$ cat src/rtl/sensor_capture_if.sv
// sensor_capture_if
//   Bundles the sensor-side inputs and capture-side outputs of the
//   sensor capture sequencer.
//   master : the sequencer (sensor_capture_ctrl) - samples vsync/init/request,
//            drives capture gate, init request, state and counters.
//   slave  : the surrounding environment (sensor config engine, writer, control).
//   Signals:
//     cmos_vsync      raw sensor vsync, high during frame, asynchronous
//     cmos_init_done  sensor configuration engine done level
//     capture_req     level request to capture frames
//     capture_en      frame gate to the writer, frame-boundary aligned
//     cmos_init_req   one-cycle sensor re-configuration request
//     ctrl_state      IDLE=0 SKIP=1 RUN=2 REINIT=3 FAULT=4
//     sensor_fault    sticky fault flag
//     retry_cnt       re-init attempts since last entry to RUN
//     frame_total     captured-frame counter (wraps)
interface sensor_capture_if;
   logic        cmos_vsync;
   logic        cmos_init_done;
   logic        capture_req;
   logic        capture_en;
   logic        cmos_init_req;
   logic [2:0]  ctrl_state;
   logic        sensor_fault;
   logic [3:0]  retry_cnt;
   logic [15:0] frame_total;

   modport master (
      input  cmos_vsync, cmos_init_done, capture_req,
      output capture_en, cmos_init_req, ctrl_state, sensor_fault,
             retry_cnt, frame_total
   );

   modport slave (
      output cmos_vsync, cmos_init_done, capture_req,
      input  capture_en, cmos_init_req, ctrl_state, sensor_fault,
             retry_cnt, frame_total
   );
endinterface

$ cat src/rtl/sensor_capture_ctrl.sv
// sensor_capture_ctrl
//   Sequencer between the sensor configuration engine and the frame capture
//   path. After configuration it drops SKIP_FRAMES settling frames, then gates
//   capture on frame boundaries (falling vsync). With the watchdog build it
//   also detects vsync stalls, re-initialises the sensor up to MAX_RETRY times
//   and then latches a fault.
//
//   Build option: define SENSOR_CAPTURE_WDT_EN to include the watchdog,
//   REINIT, retry and FAULT logic. Without it, timeout never fires and
//   cmos_init_req / sensor_fault / retry_cnt are tied to 0; the state
//   encoding is the same in both builds.
//
//   Ports:
//     clk  system clock
//     rst  synchronous active-high reset
//     bus  sensor_capture_if.master (see interface header for signal list)
module sensor_capture_ctrl #(
   parameter int unsigned CLOCK_MAIN  = 100_000_000,
   parameter int unsigned SKIP_FRAMES = 10,
   parameter int unsigned TIMEOUT_MS  = 100,
   parameter int unsigned MAX_RETRY   = 3
) (
   input  logic             clk,
   input  logic             rst,
   sensor_capture_if.master bus
);

   // Illegal parameter combinations stop elaboration.
   if (SKIP_FRAMES < 1 || SKIP_FRAMES > 255 || MAX_RETRY < 1 || MAX_RETRY > 15 ||
       TIMEOUT_MS < 1 || CLOCK_MAIN < 1000) begin : g_bad_param
      $error("sensor_capture_ctrl: parameter out of range");
   end

   typedef enum logic [2:0] {
      ST_IDLE   = 3'd0,
      ST_SKIP   = 3'd1,
      ST_RUN    = 3'd2,
      ST_REINIT = 3'd3,
      ST_FAULT  = 3'd4
   } state_t;

   localparam logic [7:0] SKIP_LAST = 8'(SKIP_FRAMES - 1);

   state_t      state;
   logic        vs_meta;
   logic [1:0]  vs_r;
   logic        vsync_end;
   logic        cap_en;
   logic [7:0]  skip_cnt;
   logic [15:0] frame_cnt;
   logic        timeout;

   // vs_meta is the metastability stage; vs_r[0] is the synchronised level
   // and vs_r[1] its previous value, so vs_r[1] & ~vs_r[0] is a clean
   // falling-edge (frame boundary) strobe.
   always_ff @(posedge clk) begin
      if (rst) begin
         vs_meta <= 1'b0;
         vs_r    <= 2'b00;
      end else begin
         vs_meta <= bus.cmos_vsync;
         vs_r    <= {vs_r[0], vs_meta};
      end
   end

   assign vsync_end = vs_r[1] & ~vs_r[0];

`ifdef SENSOR_CAPTURE_WDT_EN
   typedef enum logic [1:0] {
      RP_ENTRY   = 2'd0,
      RP_WAIT_LO = 2'd1,
      RP_WAIT_HI = 2'd2
   } rphase_t;

   localparam logic [31:0] WDT_LIMIT = 32'(TIMEOUT_MS * (CLOCK_MAIN / 1000) - 1);
   localparam logic [3:0]  RETRY_LIM = 4'(MAX_RETRY);

   rphase_t     rphase;
   logic [31:0] wdt;
   logic        init_req;
   logic        fault;
   logic [3:0]  retry;

   assign timeout = (wdt == WDT_LIMIT);

   // Every way out of SKIP/RUN coincides with vsync_end, timeout or init_done
   // low, and the count is held at 0 elsewhere, so these terms cover the
   // clear-on-state-change rule without decoding the next state.
   always_ff @(posedge clk) begin
      if (rst)
         wdt <= '0;
      else if (vsync_end || timeout || !bus.cmos_init_done ||
               !(state == ST_SKIP || state == ST_RUN))
         wdt <= '0;
      else
         wdt <= wdt + 32'd1;
   end

   assign bus.cmos_init_req = init_req;
   assign bus.sensor_fault  = fault;
   assign bus.retry_cnt     = retry;
`else
   assign timeout           = 1'b0;
   assign bus.cmos_init_req = 1'b0;
   assign bus.sensor_fault  = 1'b0;
   assign bus.retry_cnt     = 4'd0;
`endif

   always_ff @(posedge clk) begin
      if (rst) begin
         state     <= ST_IDLE;
         cap_en    <= 1'b0;
         skip_cnt  <= '0;
         frame_cnt <= '0;
`ifdef SENSOR_CAPTURE_WDT_EN
         rphase    <= RP_ENTRY;
         init_req  <= 1'b0;
         fault     <= 1'b0;
         retry     <= '0;
`endif
      end else begin
`ifdef SENSOR_CAPTURE_WDT_EN
         init_req <= 1'b0;
`endif
         case (state)
            ST_IDLE: begin
               cap_en <= 1'b0;
               if (bus.cmos_init_done) begin
                  state    <= ST_SKIP;
                  skip_cnt <= '0;
               end
            end

            ST_SKIP: begin
               cap_en <= 1'b0;
               // init_done loss takes priority over a coincident boundary.
               if (!bus.cmos_init_done) begin
                  state <= ST_IDLE;
               end else if (vsync_end) begin
                  skip_cnt <= skip_cnt + 8'd1;
                  if (skip_cnt == SKIP_LAST) begin
                     state <= ST_RUN;
`ifdef SENSOR_CAPTURE_WDT_EN
                     retry <= '0;
`endif
                  end
`ifdef SENSOR_CAPTURE_WDT_EN
               end else if (timeout) begin
                  state  <= ST_REINIT;
                  rphase <= RP_ENTRY;
`endif
               end
            end

            ST_RUN: begin
               if (!bus.cmos_init_done) begin
                  cap_en <= 1'b0;
                  state  <= ST_IDLE;
               end else if (vsync_end) begin
                  // A boundary with the gate already open closes a captured
                  // frame; the gate then follows the request for the next one.
                  if (cap_en)
                     frame_cnt <= frame_cnt + 16'd1;
                  cap_en <= bus.capture_req;
`ifdef SENSOR_CAPTURE_WDT_EN
               end else if (timeout) begin
                  cap_en <= 1'b0;
                  state  <= ST_REINIT;
                  rphase <= RP_ENTRY;
`endif
               end
            end

`ifdef SENSOR_CAPTURE_WDT_EN
            ST_REINIT: begin
               cap_en <= 1'b0;
               case (rphase)
                  RP_ENTRY: begin
                     if (retry == RETRY_LIM) begin
                        state <= ST_FAULT;
                        fault <= 1'b1;
                     end else begin
                        init_req <= 1'b1;
                        retry    <= retry + 4'd1;
                        rphase   <= RP_WAIT_LO;
                     end
                  end
                  // The engine must visibly restart: see done low, then high.
                  RP_WAIT_LO: begin
                     if (!bus.cmos_init_done)
                        rphase <= RP_WAIT_HI;
                  end
                  default: begin
                     if (bus.cmos_init_done) begin
                        state    <= ST_SKIP;
                        skip_cnt <= '0;
                     end
                  end
               endcase
            end

            ST_FAULT: begin
               cap_en <= 1'b0;
               fault  <= 1'b1;
            end
`endif

            default: begin
               cap_en <= 1'b0;
               state  <= ST_IDLE;
            end
         endcase
      end
   end

   assign bus.capture_en  = cap_en;
   assign bus.ctrl_state  = state;
   assign bus.frame_total = frame_cnt;

endmodule
$ cat src/flat_wrapper.sv
// flat-port wrapper written by rule: the top's interface ports become plain ports
module sensor_capture_ctrl_flat 
#(
   parameter int unsigned CLOCK_MAIN  = 100_000_000,
   parameter int unsigned SKIP_FRAMES = 10,
   parameter int unsigned TIMEOUT_MS  = 100,
   parameter int unsigned MAX_RETRY   = 3
)
  (clk, rst, bus_cmos_vsync, bus_cmos_init_done, bus_capture_req, bus_capture_en, bus_cmos_init_req, bus_ctrl_state, bus_sensor_fault, bus_retry_cnt, bus_frame_total);
  sensor_capture_if bus_i ();
  input  logic clk;
  input  logic rst;
  input wire logic [$bits(bus_i.cmos_vsync)-1:0] bus_cmos_vsync;
  input wire logic [$bits(bus_i.cmos_init_done)-1:0] bus_cmos_init_done;
  input wire logic [$bits(bus_i.capture_req)-1:0] bus_capture_req;
  output wire logic [$bits(bus_i.capture_en)-1:0] bus_capture_en;
  output wire logic [$bits(bus_i.cmos_init_req)-1:0] bus_cmos_init_req;
  output wire logic [$bits(bus_i.ctrl_state)-1:0] bus_ctrl_state;
  output wire logic [$bits(bus_i.sensor_fault)-1:0] bus_sensor_fault;
  output wire logic [$bits(bus_i.retry_cnt)-1:0] bus_retry_cnt;
  output wire logic [$bits(bus_i.frame_total)-1:0] bus_frame_total;
  assign bus_i.cmos_vsync = bus_cmos_vsync;
  assign bus_i.cmos_init_done = bus_cmos_init_done;
  assign bus_i.capture_req = bus_capture_req;
  assign bus_capture_en = bus_i.capture_en;
  assign bus_cmos_init_req = bus_i.cmos_init_req;
  assign bus_ctrl_state = bus_i.ctrl_state;
  assign bus_sensor_fault = bus_i.sensor_fault;
  assign bus_retry_cnt = bus_i.retry_cnt;
  assign bus_frame_total = bus_i.frame_total;
  sensor_capture_ctrl #(.CLOCK_MAIN(CLOCK_MAIN), .SKIP_FRAMES(SKIP_FRAMES), .TIMEOUT_MS(TIMEOUT_MS), .MAX_RETRY(MAX_RETRY)) u_core (.clk(clk), .rst(rst), .bus(bus_i));
endmodule
$ cat config.mk
export PLATFORM = sky130hd
export DESIGN_NAME = sensor_capture_ctrl_flat
export DESIGN_NICKNAME = d
export VERILOG_FILES = /design/src/rtl/sensor_capture_if.sv /design/src/rtl/sensor_capture_ctrl.sv /design/src/flat_wrapper.sv
export SDC_FILE = /design/constraint.sdc
export NUM_CORES = 1
export LEC_CHECK = 0
export ABC_CLOCK_PERIOD_IN_PS = 2800
export BUFFER_PORTS_ARGS = -buffer_cell sky130_fd_sc_hd__buf_2
export CAP_MARGIN = 25
export CORE_MARGIN = 2
export CORE_UTILIZATION = 52
export CTS_BUF_LIST = sky130_fd_sc_hd__clkbuf_16
export CTS_CLUSTER_DIAMETER = 30
export CTS_CLUSTER_SIZE = 40
export DETAILED_ROUTE_END_ITERATION = 7
export PLACE_DENSITY = 0.77
export SETUP_SLACK_MARGIN = 0.05
export SLEW_MARGIN = 15
export SYNTH_ARGS = -nofsm -noshare
export SYNTH_HDL_FRONTEND = slang
export SYNTH_SLANG_ARGS = --single-unit
$ cat constraint.sdc
create_clock -name clk -period 2.8 [get_ports clk]
set_input_delay 0.14 -clock clk [delete_from_list [all_inputs] [get_ports clk]]
set_output_delay 0.14 -clock clk [all_outputs]
set_load 0.005 [all_outputs]
==> run metrics, run 1 <==
outcome=finished, final reports clean; startpoint types=flop; Hold-fix buffers, CTS=0; skew final=between 0.003 and 0.004 ns; Core Rows=19; Post-CTS Setup Inserts=0; wire length on met1=1300 µm; Initial DRC Count=21; Synth cell types=38; CTS sink count=30; largest net degree at the start of global routing=26; initial core utilization=a little over half; NumNets Final=197; Max FO, Critical Path=11; final core occ=62.4%; Critical Path, Cell by Cell=nand3b_4, or4_4, or3_1, a21oi_1; most frequent cells in the layout=30 x dfxtp_1, 23 x buf_2, 16 x nor2_1, 12 x a21oi_1, 10 x o21ai_0; Worst path max stage delay=0.60 ns; unrepaired setup endpoints after global routing=no; root buffer cell=clkbuf_16; dpl hpwl=2000 µm; flop-to-flop setup slack=about 0.96 ns; Max Used Layer=met4; Post-Syn Area per Cell=8.90 µm²; Worst-path clk slew=around 0.050 ns; DR vias/cell=5.67; fin crit period=1.84 ns; Floorplan Core Area=around 2700 µm²; Setup TNS=0 ns; antenna violations before repair=0; commonest non-fill, non-tap cell in the layout=dfxtp_1; hold path cells=2; Antenna Nets Post-Route=0; WP data required=2.99 ns; number of fillers in the final layout=244; share of cells above drive strength 1=19.0%; insertion delay to the later sink of the worst-skew pair=0.27 ns; max-cap viol count=0; number of top-level pins=31; Peak supply drop=0.466 mV; CTS tree=done; vias after detailed routing=~1,200; area of the mapped netlist=1460 µm²; wire length on met3=139 µm; post-synthesis sequential area ratio=approximately 40%; gpl congestion=0.802; die extent in y=57.0 µm; FF-to-FF Start=u_core.bus.ctrl_state[0]$_SDFFE_PP0P_; die area=3250 µm²; H-tree depth=2; Register Area=601 µm²; Met2 Wirelength=~1300 µm; CP Buf/Inv Count=0; critical path class=reg -> reg; vias in the first global route=1,153; Max Fclk=around 0.54 GHz; width of the die=57.0 µm; Post-Syn Instances=164; Area Overhead vs Synth=16.0%; Remaining Overflow, GRT=0; min-delay src=bus_cmos_vsync; Final Hold Fails=0; Leak Pwr=between 0.6 and 0.7 nW; # port buffers=23; wirelength, routed=2780 µm; GRT Total Usage=19.0%; Slew Viols, Final=0; # setup viols final=0; Max Root-Sink Buffers=2; first-pass GRT wire length=a little under 5000 µm; drt drc=0; delay-heaviest family, CP=simple AND/OR/NAND/NOR gates; hold endpoint=u_core.vs_meta$_SDFF_PP0_; 1st-pass router iterations=4; Worst Setup End Kind=flop; pwr/cell area=554 nW/µm²; Ys Warns=0; r2r endpoint=u_core.bus.frame_total[15]$_SDFFE_PP0P_; final worst path period share=65.8%; Hold WC Path Type=in -> reg; Ant. Diodes=0; Resized Gates After CTS=0; crit path DAT=2.04 ns; slowest CP cell=or4_4; post-DR wirelength/cell=12.7 µm; CTS Buf Count=5; Yosys reg bits=30; multi-input logic area=786 µm²; worst r2r path cells=4
final cells by class:
| type | instances | share of cell area (%) |
|---|---|---|
| multi-input cells | 124 | 46.4 |
| flip-flops and latches | 30 | 35.5 |
| clock buffers | 5 | 7.40 |
| repair buffers | 23 | 6.80 |
| well taps | 31 | 2.29 |
| inverters | 5 | 1.11 |
| clock inverters | 2 | 0.444 |
how the worst max path moves through the flow:
stage / from / endpoint / slack (ns) / cells after the start
after floorplan: u_core.bus.ctrl_state[0]$_SDFFE_PP0P_ / u_core.bus.frame_total[15]$_SDFFE_PP0P_ / 1.07 / 5
after global placement: u_core.bus.ctrl_state[0]$_SDFFE_PP0P_ / u_core.bus.frame_total[15]$_SDFFE_PP0P_ / 1.06 / 4
after detailed placement: u_core.bus.ctrl_state[0]$_SDFFE_PP0P_ / u_core.bus.frame_total[15]$_SDFFE_PP0P_ / 0.99 / 4
after CTS: u_core.bus.ctrl_state[0]$_SDFFE_PP0P_ / u_core.bus.frame_total[15]$_SDFFE_PP0P_ / 0.98 / 4
after global routing: u_core.bus.ctrl_state[0]$_SDFFE_PP0P_ / u_core.bus.frame_total[15]$_SDFFE_PP0P_ / 0.83 / 4
final: u_core.bus.ctrl_state[0]$_SDFFE_PP0P_ / u_core.bus.frame_total[15]$_SDFFE_PP0P_ / 0.96 / 4
worst reg2reg max path, stage by stage, from the launching register on:
cell and delay (ns):
dfxtp_1 0.41, nand3b_4 0.25, or4_4 0.60, or3_1 0.36, a21oi_1 0.15
synthesized netlist by cell type (all sizes together):
| cell type | number | area [µm²] |
|---|---|---|
| xor2 | 2 | 17.5 |
| nand3b | 3 | 35.0 |
| xnor2 | 9 | 78.8 |
| inv | 5 | 18.8 |
| buf | 9 | 68.8 |
| or3 | 8 | 50.1 |
| and3 | 1 | 6.26 |
| o21ba | 1 | 10.0 |
| a21oi | 12 | 60.1 |
| conb | 1 | 3.75 |
| o31a | 1 | 8.76 |
| nand4b | 3 | 26.3 |
| or2 | 1 | 6.26 |
| a21o | 1 | 8.76 |
| nor2b | 3 | 18.8 |
| nand3 | 8 | 40.0 |
| nand2b | 2 | 12.5 |
| a211oi | 3 | 22.5 |
| nor4 | 4 | 25.0 |
| o21ai | 10 | 50.1 |
| dfxtp | 30 | 601 |
| nand4 | 6 | 37.5 |
| mux2i | 3 | 30.0 |
| and2 | 1 | 6.26 |
| or4b | 1 | 10.0 |
| nand2 | 4 | 15.0 |
| ha | 3 | 37.5 |
| nor2 | 16 | 60.1 |
| or4 | 1 | 11.3 |
| nor3 | 4 | 20.0 |
| clkbuf | 2 | 7.51 |
| and4bb | 1 | 12.5 |
| and4 | 3 | 26.3 |
| or2b | 1 | 8.76 |
| nor3b | 1 | 7.51 |
stage by stage:
| step | std cells | power [W] | area [µm²] | hold WS (ns) | setup slack (ns) |
|---|---|---|---|---|---|
| after detailed placement | 213 | 0.000469 | 1560 | 0.360 | 0.987 |
| after floorplan | 170 | 0.000469 | 1480 | 0.212 | 1.07 |
| after global routing | 220 | 0.000968 | 1690 | 0.0890 | 0.827 |
| final | 220 | 0.000937 | 1690 | 0.0828 | 0.959 |
| after global placement | 213 | 0.000468 | 1560 | 0.355 | 1.06 |
| after CTS | 220 | 0.000949 | 1690 | 0.0831 | 0.977 |
logic make-up after synthesis:
family / after synthesis / share of synthesized area, %
AO/OA/AOI/OAI: 28 / 11.0
multiplexers: 3 / 2.06
adder cells (fa/ha/maj): 3 / 2.57
other: 1 / 0.257
buffers and inverters: 16 / 6.52
AND/OR/NAND/NOR: 72 / 29.8
XOR/XNOR: 11 / 6.60
flip-flops: 30 / 41.2
where the power goes:
group | internal (W) | total (W) | switching, W | leakage (nW)
sequential | 0.000431 | 0.000436 | 0.00000439 | 0.242
clock | 0.000315 | 0.000476 | 0.000161 | 0.0723
combinational | 0.00000984 | 0.0000255 | 0.0000157 | 0.342
sequential cells by signal, indices dropped and copies added, names as in the netlist:
name	cells
u_core.bus.capture_en	1
u_core.bus.ctrl_state	2
u_core.bus.frame_total	16
u_core.skip_cnt	8
u_core.vs_meta	1
u_core.vs_r	2
layer usage:
| metal | vias up | global-route usage, % |
|---|---|---|
| met3 | 6 | 5.22 |
| met2 | 34 | 29.6 |
| met4 | 0 | 9.63 |
| met5 | - | 0 |
| li1 | 628 | - |
| met1 | 579 | 24.1 |
No activity file was read; power rests on OpenSTA's default activity.
==> inputs of run 2 (changes only) <==
Settings changed: ABC_AREA from default to 1, ABC_CLOCK_PERIOD_IN_PS 2800 to 1700, PLACE_DENSITY 0.77 to 0.76.
Clock period 2.8 ns to 1.7 ns, I/O delays scaled along.
==> run metrics, run 2 <==
outcome=finished, final reports clean; Pwr Total=~0.0016 W; # setup viols final=0; Remaining Overflow, GRT=0; Floorplan Core Area=~2800 µm²; critical path class=reg -> reg; root buffer cell=clkbuf_16; Worst path max stage delay=0.38 ns; startpoint types=flop; Slew Viols, Final=0; CTS sink count=30; largest cells by area after synthesis=dfxtp_1 40%, nor2_1 10%, nand2_1 9.5%; Final Hold Fails=0; async set or reset register ratio after synthesis=0%; first-pass GRT wire length=between 5000 and 6000 µm; post-synthesis sequential area ratio=39.8%; worst r2r path cells=8; die area=3350 µm²; Hold WC Path Type=in -> reg; Register Area=between 600 and 700 µm²; GRT Total Usage=a little over a fifth; most common cell in the netlist=nor2_1; NumNets Final=254; skew final=approximately 0.0042 ns; fin crit period=roughly 1.4 ns; Yosys reg bits=30; number of fillers in the final layout=around 260; wirelength, routed=roughly 3100 µm; pwr/cell area=around 890 nW/µm²; Hold-fix buffers, CTS=0; post-placement worst setup slack=0.252 ns; final instance area=1760 µm²; Initial DRC Count=69; Critical Path, Cell by Cell=ha_1, nand2_1, nor2_2, nand2_1, nor2_1, nand2_1, nand2_1, nor2_1; die extent in y=roughly 58 µm; Worst Setup End Kind=flop; vias in the first global route=1,240; min-delay src=bus_cmos_vsync; Core Rows=19; gpl congestion=~0.86; Top FF cell, synth=dfxtp_1; Worst-path clk slew=approximately 0.05 ns; initial core utilization=between 50% and 60%; Leak Pwr=0.784 nW; final worst slack=0.304 ns; Synth top cells by count=40 x nor2_1, 38 x nand2_1, 31 x inv_1; insertion delay to the later sink of the worst-skew pair=0.27 ns; Yosys top cell area share=between 30 and 40%; Max Fclk=0.716 GHz; most frequent cells in the layout=38 x nor2_1, 38 x nand2_1, 33 x inv_1, 30 x dfxtp_1, 23 x buf_2; leading area contributor after synthesis=dfxtp_1; H-tree depth=2; Antenna Nets Post-Route=0; multi-input logic area=747 µm²; Peak supply drop=0.886 mV; post-DR wirelength/cell=between 10 and 15 µm; hold slack=roughly 0.016 ns; largest net degree at the start of global routing=17; drt drc=0; Setup TNS=0 ns; share of cells above drive strength 1=15.9%; final worst path period share=about 80%; area of the mapped netlist=1510 µm²; antenna violations before repair=0; Synth cell types=25; r2r endpoint=u_core.bus.frame_total[14]$_SDFFE_PP0P_; 1st-pass router iterations=4; CTS Buf Count=5; flop-to-flop setup slack=around 0.30 ns; Max FO, Critical Path=5; Post-synth EDFFs=0; FF-to-FF Start=u_core.bus.frame_total[0]$_SDFFE_PP0P_; max-cap viol count=0; slowest CP cell=dfxtp_1; number of top-level pins=31; vias after detailed routing=1,411; dpl hpwl=around 2200 µm; Post-Syn Area per Cell=6.88 µm²; hold path cells=3; CTS tree=done; WP data required=1.87 ns; max reg flops=16; unrepaired setup endpoints after global routing=no; Ys Warns=0; hold endpoint=u_core.vs_meta$_SDFF_PP0_; # port buffers=23; placed inst area=1620 µm²; width of the die=57.8 µm; dominant cell type by count on the critical path=nand2_1; DR vias/cell=5.09; Ant. Diodes=0; crit path DAT=approximately 1.6 ns; Area Overhead vs Synth=16.8%; Max Root-Sink Buffers=2; Post-Syn Instances=219
-- run 2: cell types whose count changed after synthesis, sizes merged, moves of 4 or more --
cell	previous run	this run
nand3	8	18
nor4	4	0
or3	8	0
inv	5	32
nand2	4	38
xnor2	9	1
nor2	16	43
-- run 2: how the worst max path moves through the flow --
| stage | start | depth (start not counted) | end |
|---|---|---|---|
| floorplan | u_core.bus.frame_total[0]$_SDFFE_PP0P_ | 8 | u_core.bus.frame_total[14]$_SDFFE_PP0P_ |
| detailed placement | u_core.bus.ctrl_state[0]$_SDFFE_PP0P_ | 8 | u_core.bus.frame_total[14]$_SDFFE_PP0P_ |
| global placement | u_core.bus.frame_total[0]$_SDFFE_PP0P_ | 8 | u_core.bus.frame_total[14]$_SDFFE_PP0P_ |
| CTS | u_core.bus.ctrl_state[0]$_SDFFE_PP0P_ | 8 | u_core.bus.frame_total[14]$_SDFFE_PP0P_ |
| finish | u_core.bus.frame_total[0]$_SDFFE_PP0P_ | 8 | u_core.bus.frame_total[14]$_SDFFE_PP0P_ |
| global route | u_core.bus.frame_total[0]$_SDFFE_PP0P_ | 8 | u_core.bus.frame_total[14]$_SDFFE_PP0P_ |
-- run 2: through the flow --
stage	utilization, %	cells
6_report	63.9	277
5_1_grt	63.9	277
4_1_cts	63.7	277
3_5_place_dp	58.9	270
3_3_place_gp	58.9	270
2_1_floorplan	-	225
-- run 2: area by class of cell --
| class | instances | share of cell area (%) |
|---|---|---|
| clock buffers | 5 | 7.10 |
| clock inverters | 2 | 0.426 |
| inverters | 32 | 6.82 |
| multi-input cells | 153 | 42.4 |
| flip-flops and latches | 30 | 34.1 |
| well taps | 31 | 2.20 |
| repair buffers | 24 | 6.96 |
-- run 2: power breakdown --
part	switching (W)	internal (W)	total, W
sequential	0.00000611	0.000713	0.000719
combinational	0.0000386	0.0000166	0.0000552
clock	0.000276	0.000520	0.000796
-- run 2: worst max-delay path: cells and delay by family (launching register included) --
kind	cells	cell delay, ns
fa+ha+maj	1	0.21
flops	1	0.38
simple gates	7	0.70
-- run 2: what timing repair did --
item / in CTS / in global routing
endpoints found under the setup margin: 0 / 1
gates resized for setup: 0 / 2
setup buffers: 0 / 0
-- run 2: cell families after synthesis --
group | after synthesis | synth area share, %
simple gates | 116 | 34.3
buf+inv | 42 | 12.4
flops | 30 | 39.8
compound gates | 23 | 8.22
fa+ha+maj | 3 | 2.49
xor+xnor | 3 | 1.74
other cells | 1 | 0.249
mux | 1 | 0.747
-- run 2: routing by layer --
layer / vias to the layer above / GRT usage (%) / part of all wire, %
met5: - / 0 / 0
li1: 735 / - / -
met2: 31 / 31.7 / 45
met3: 4 / 8.04 / 5.7
met1: 641 / 27.5 / 48
met4: 0 / 9.63 / 1.4
